<file path="src/rtl/spi_image_loader.sv">
// Purpose: assembles one bit-packed binary image from the SPI byte stream (command byte, then payload).
// Latency: byte sampled in cycle t -> byte_taken in t+1; last payload byte in t -> image_ready in t+1.
// Backpressure: rx_enable drops and pending bytes stay unacknowledged while a frame awaits img_consumed.
module spi_image_loader #(
    parameter int          IMG_W          = 32,
    parameter int          IMG_H          = 32,
    parameter logic [7:0]  CMD_LOAD       = 8'hA5,
    parameter logic [7:0]  CMD_CLEAR      = 8'hC3,
    parameter int          TIMEOUT_CYCLES = 100000,
    localparam int         IMG_BITS       = IMG_W * IMG_H,
    localparam int         NUM_BYTES      = IMG_BITS / 8
) (
    input  logic                clk,
    input  logic                rst_n,
    input  logic [7:0]          spi_rx_data,
    input  logic                byte_valid,
    output logic                byte_taken,
    output logic                rx_enable,
    output logic [IMG_BITS-1:0] img_bits,
    output logic                image_ready,
    input  logic                img_consumed,
    output logic                frame_err,
    output logic                cmd_err
);

    // Wide enough to hold NUM_BYTES itself, so the count never wraps at the terminal byte.
    localparam int CNT_W = $clog2(NUM_BYTES + 1);

    typedef enum logic [1:0] {
        IDLE  = 2'd0,
        LOAD  = 2'd1,
        READY = 2'd2
    } state_t;

    state_t           state;
    state_t           state_nx;
    logic [CNT_W-1:0] byte_cnt;
    logic [31:0]      to_cnt;
    logic [1:0]       holdoff;

    logic             accept;
    logic             last_byte;
    logic             timeout_hit;
    logic             load_byte;
    logic             clear_img;
    logic             bad_cmd;
    logic [7:0]       data_rev;

    // State register.
    always_ff @(posedge clk or negedge rst_n) begin
        if (!rst_n) begin
            state <= IDLE;
        end else begin
            state <= state_nx;
        end
    end

    // Next-state decode: accept beats timeout because timeout_hit is qualified by !accept.
    always_comb begin
        state_nx = state;
        case (state)
            IDLE: begin
                if (accept && spi_rx_data == CMD_LOAD) begin
                    state_nx = LOAD;
                end
            end
            LOAD: begin
                if (accept && last_byte) begin
                    state_nx = READY;
                end else if (timeout_hit) begin
                    state_nx = IDLE;
                end
            end
            READY: begin
                if (img_consumed) begin
                    state_nx = IDLE;
                end
            end
            default: state_nx = IDLE;
        endcase
    end

    // Per-cycle strobes: byte acceptance, command classification, payload write and timeout.
    always_comb begin
        accept      = byte_valid && (holdoff == 2'd0) && (state == IDLE || state == LOAD);
        last_byte   = (byte_cnt == CNT_W'(NUM_BYTES - 1));
        timeout_hit = (state == LOAD) && !accept && (to_cnt == 32'(TIMEOUT_CYCLES - 1));
        load_byte   = accept && (state == LOAD);
        clear_img   = accept && (state == IDLE) && (spi_rx_data == CMD_CLEAR);
        bad_cmd     = accept && (state == IDLE) && (spi_rx_data != CMD_LOAD)
                      && (spi_rx_data != CMD_CLEAR);
        // Pixels arrive MSB first: byte bit 7 lands on the lowest pixel of its group.
        data_rev = '0;
        for (int b = 0; b < 8; b++) begin
            data_rev[7-b] = spi_rx_data[b];
        end
    end

    // Handshake and status registers; holdoff masks the SPI stage's lagging byte_valid for three cycles.
    always_ff @(posedge clk or negedge rst_n) begin
        if (!rst_n) begin
            holdoff     <= 2'd0;
            byte_taken  <= 1'b0;
            rx_enable   <= 1'b0;
            image_ready <= 1'b0;
            frame_err   <= 1'b0;
            cmd_err     <= 1'b0;
        end else begin
            if (accept) begin
                holdoff <= 2'd3;
            end else if (holdoff != 2'd0) begin
                holdoff <= holdoff - 2'd1;
            end
            byte_taken  <= accept;
            rx_enable   <= (state_nx != READY);
            image_ready <= (state_nx == READY);
            frame_err   <= timeout_hit;
            cmd_err     <= bad_cmd;
        end
    end

    // Payload byte counter and inter-byte timeout counter.
    always_ff @(posedge clk or negedge rst_n) begin
        if (!rst_n) begin
            byte_cnt <= '0;
            to_cnt   <= '0;
        end else begin
            if (state == IDLE && accept && spi_rx_data == CMD_LOAD) begin
                byte_cnt <= '0;
            end else if (load_byte) begin
                byte_cnt <= byte_cnt + CNT_W'(1);
            end else if (timeout_hit) begin
                byte_cnt <= '0;
            end

            if (state != LOAD || accept || timeout_hit) begin
                to_cnt <= '0;
            end else begin
                to_cnt <= to_cnt + 32'd1;
            end
        end
    end

    // Image buffer: cleared by CMD_CLEAR, written one byte group per payload byte, frozen otherwise.
    always_ff @(posedge clk or negedge rst_n) begin
        if (!rst_n) begin
            img_bits <= '0;
        end else if (clear_img) begin
            img_bits <= '0;
        end else if (load_byte) begin
            for (int k = 0; k < NUM_BYTES; k++) begin
                if (byte_cnt == CNT_W'(k)) begin
                    img_bits[8*k +: 8] <= data_rev;
                end
            end
        end
    end

endmodule
</file>
<file path="config.mk">
export PLATFORM = sky130hd
export DESIGN_NAME = spi_image_loader
export DESIGN_NICKNAME = d
export VERILOG_FILES = /design/src/rtl/spi_image_loader.sv
export SDC_FILE = /design/constraint.sdc
export NUM_CORES = 1
export LEC_CHECK = 0
export BUFFER_PORTS_ARGS = -buffer_cell sky130_fd_sc_hd__clkbuf_2
export CAP_MARGIN = 10
export CORE_AREA = 2 2 408 410
export CTS_CLUSTER_SIZE = 30
export DETAILED_ROUTE_END_ITERATION = 8
export DIE_AREA = 0 0 410 412
export SETUP_SLACK_MARGIN = 0.15
export SYNTH_ARGS = -nofsm -noshare
export SYNTH_HDL_FRONTEND = slang
export SYNTH_SLANG_ARGS = --single-unit
export TNS_END_PERCENT = 5
</file>
<file path="constraint.sdc">
create_clock -name clk -period 4.1 [get_ports clk]
set_input_delay 0.615 -clock clk [delete_from_list [all_inputs] [get_ports clk]]
set_output_delay 0.615 -clock clk [all_outputs]
set_load 0.005 [all_outputs]
</file>
==> run summary <==
The routed wire length per instance came out at 26.2 µm. The summed negative setup slack over all endpoints is 0 ps. The flow ran to the end, and the final reports show no timing, DRC or antenna violations. The die covers 0.169 mm². The pin count of the biggest net entering global routing came out at 130. The warning count from the yosys run came out at 0.

Timing would allow up to 306 MHz. The data arrival time at the worst-slack endpoint is 3910 ps. The wire length of the first global-routing pass is 277000 µm.

The total of endpoints with negative setup slack in the final report is 0. Counting flops with an async set or reset pin after synthesis yields a share of 100%. For the pin with the worst max-slew slack, the measured transition is 1100 ps. The cell area that synthesis handed to floorplanning was 0.0452 mm².

On the worst path, the slowest cell contributes a delay of slightly above 700 ps. STA classifies the critical path endpoint as a flop. By startpoint and endpoint, the worst setup path is classified as reg2reg. The number of placement rows is 149. After routing the design area is a little under 0.06 mm².

The biggest area contributor in the post-synthesis netlist is dfrtp_1. TritonCTS built the clock tree. The number of iterations in the first detailed-routing pass came out at 6. The setup skew after layout came out at 36.1 ps. The number of nets still failing antenna checks after routing is 0.

The effective utilization at floorplan is between 20% and 30%. The max capacitance violation total came out at 0. The most instantiated library cell after synthesis is dfrtp_1. The register area share after synthesis came out at between 50% and 60%. The setup fix buffers added after clock tree synthesis is 0. Counting instances in the post-synthesis netlist gives the leading cell types as dfrtp_1 (1073), nor2_1 (402), nand2_1 (373). The width of the die is 410 µm.

The number of unique standard cell types used by synthesis came out at 57. Global routing used 22.3% of the available tracks across all layers. The max-slew headroom at the worst pin came out at about 27%.

The max-slew violation count is 0. The floorplan step set the die height to around 400 µm. The number of enable-type register cells in the synthesized netlist came out at 0.

The initial DRC count is 3437. In the final layout, the share of cells above drive strength 1 is ~30%. The instance area after placement is roughly 0.054 mm².

The sum of internal, switching and leakage power is 24000 µW. In this run the count of I/O pins placed on the die edge is 1041. The initial antenna violation count was 7. The mean area per synthesized cell is 10.9 µm².

The count of mapped cells out of synthesis came out at 4161. Of the available clock period, the critical path in the final layout requires 79.7%. The post-synthesis register bit count is 1073. STA puts the critical path data required time at 4740 ps. During placement, the flow inserted port buffers numbering 1040. The final layout contains routed wiring with a total length of 195000 µm. The time the worst path needs with I/O delays and setup is ~3300 ps. The clock latency of the later-clocked register in the worst-skew pair came out at 760 ps. The signal on the critical path passes through inv_1 -> ha_1 -> nand2b_2 -> buf_4 -> nor2_1 -> a21oi_1 -> mux2_1. Among all stages on the critical path, the largest delay is contributed by nor2_1. The maximum clock path buffer count came out at 3. The worst hold margin is 204 ps. The detailed-route via count is roughly 38000.

After clock tree synthesis, the flow added hold-fix buffers numbering 1. The number of nets in the synthesized netlist is about 4200. The worst setup path is launched from a flop. The clock net in this run drives a total of 1073 sinks. At the end of routability-driven placement, the weighted congestion stood at between 0.8 and 0.9. Of all nets on the critical path, the largest fanout is 8.

In the post-synthesis netlist, the biggest area contributors are dfrtp_1 (59%), mux2i_1 (5.7%), a22o_1 (4.2%), o21ai_0 (4.1%), a21oi_1 (3.6%). The number of global-route vias before repair was 36900. For this run, the leading register cell type out of synthesis is dfrtp_1. The final hold violation count came to 0. Measured on the finished design, the core utilization comes to 35.3%.

The detail-routed via count per cell is 5.09. The root buffer cell chosen for the clock tree is clkbuf_16. The power density relative to cell area is 414 mW/mm².

The kind of path behind the tightest hold check is in2reg. The core region is 0.164 mm². The post-cts resize count is 0. The final net count came out at just over 5000. The detailed placement HPWL came out at 137000 µm. The number of remaining DRC errors is 0.

The total clock buffers created by CTS came out at 118. The total congestion overflow after global routing came out at 0. The leakage power figure is roughly 0.028 µW. From synthesis to final layout, the design area changed by 28.3%.

The CTS clock-pin slew for the worst setup and hold paths came out at 70 ps. The H-tree generated during clock tree synthesis spans 3 levels. The worst supply voltage drop on vdd came out at 0.000340 V. Setup repair after global routing left no endpoint under its margin. The share of Yosys cell area claimed by the top area cell type is about three fifths.
-- metrics by stage --
stage                     instances  worst slack [ps]
after floorplan                4161              1910
final                          7446               832
after CTS                      7440               771
after detailed placement       7221               797
after global routing           7441               694
after global placement         7221               829
-- critical path, delay by kind of cell (launching register included) --
family / cells / cell delay [ps]
buffers and inverters: 2 / 480
adder cells (fa/ha/maj): 1 / 400
flip-flops: 1 / 440
multiplexers: 1 / 370
AO/OA/AOI/OAI: 1 / 310
AND/OR/NAND/NOR: 2 / 1120
-- placed cells by master, fill, tap and decap left out, types with 5 or more instances in the layout --
cell type	instances
nand4_1	9
nand2b_1	5
ha_1	6
nor2_1	400
o21ai_1	71
nor3_1	17
buf_4	194
mux2_1	114
nor2_2	24
nor4_1	9
diode_2	6
nor2b_1	6
mux2i_1	256
a211oi_1	10
bufinv_16	19
clkbuf_8	27
clkinv_2	20
a21oi_1	326
clkinvlp_4	9
or3_1	9
nand3_1	285
inv_1	14
nor4_2	27
o21ai_0	366
or4_1	11
o31ai_1	11
clkbuf_2	1031
dfrtp_1	1073
buf_6	8
a22o_1	216
buf_12	26
clkbuf_1	13
clkbuf_16	120
xor2_1	15
mux2_2	14
nand2_1	370
nor4_4	39
-- cell families (layout without fill, tap and decap cells) --
| group | after synthesis | in the layout | synth area share, % |
|---|---|---|---|
| flip-flops | 1073 | 1073 | 59.4 |
| AO/OA/AOI/OAI | 1015 | 1015 | 13.3 |
| adder cells (fa/ha/maj) | 6 | 6 | 0.166 |
| other | 0 | 6 | 0 |
| XOR/XNOR | 18 | 18 | 0.349 |
| buffers and inverters | 403 | 1493 | 4.23 |
| AND/OR/NAND/NOR | 1262 | 1262 | 13.7 |
| multiplexers | 384 | 384 | 8.86 |
-- worst paths after layout --
check                               start       endpoint  slack [ps]  depth (start not counted)
hold reg to reg               img_bits[5]    img_bits[5]         490                          1
max in group asynchronous           rst_n  img_bits[752]        2360                          4
min in group asynchronous           rst_n  img_bits[715]         450                          2
setup reg to reg              byte_cnt[0]  img_bits[837]         830                          7
hold / removal             spi_rx_data[0]  img_bits[527]         200                          3
setup / recovery              byte_cnt[0]  img_bits[837]         830                          7
-- cell type report --
type	count	area (µm²)
Antenna cell	6	15.0
Clock buffer	160	3420
Clock inverter	58	913
Fill cell	16500	106000
Inverter	14	52.6
Multi-Input combinational cell	2685	16800
Sequential cell	1073	26900
Tap cell	2189	2740
Timing Repair Buffer	1261	7250
-- flip-flops by register name, summed over array words and instances (netlist names) --
register     flops
byte_cnt         8
byte_taken       1
cmd_err          1
frame_err        1
holdoff          2
image_ready      1
img_bits      1024
rx_enable        1
state            2
to_cnt          32
-- layer usage --
metal  track usage [%]  share of wire (%)
met1              29.1                 41
met3              5.03                7.4
met2              35.7                 47
met4              9.44                4.3
met5                 0              0.017
-- power breakdown --
group	switching, µW	total (µW)	internal, µW
Combinational	1200	1480	279
Clock	4740	11800	7060
Sequential	74.9	10700	10700
Power figures use the tool's default switching activity.
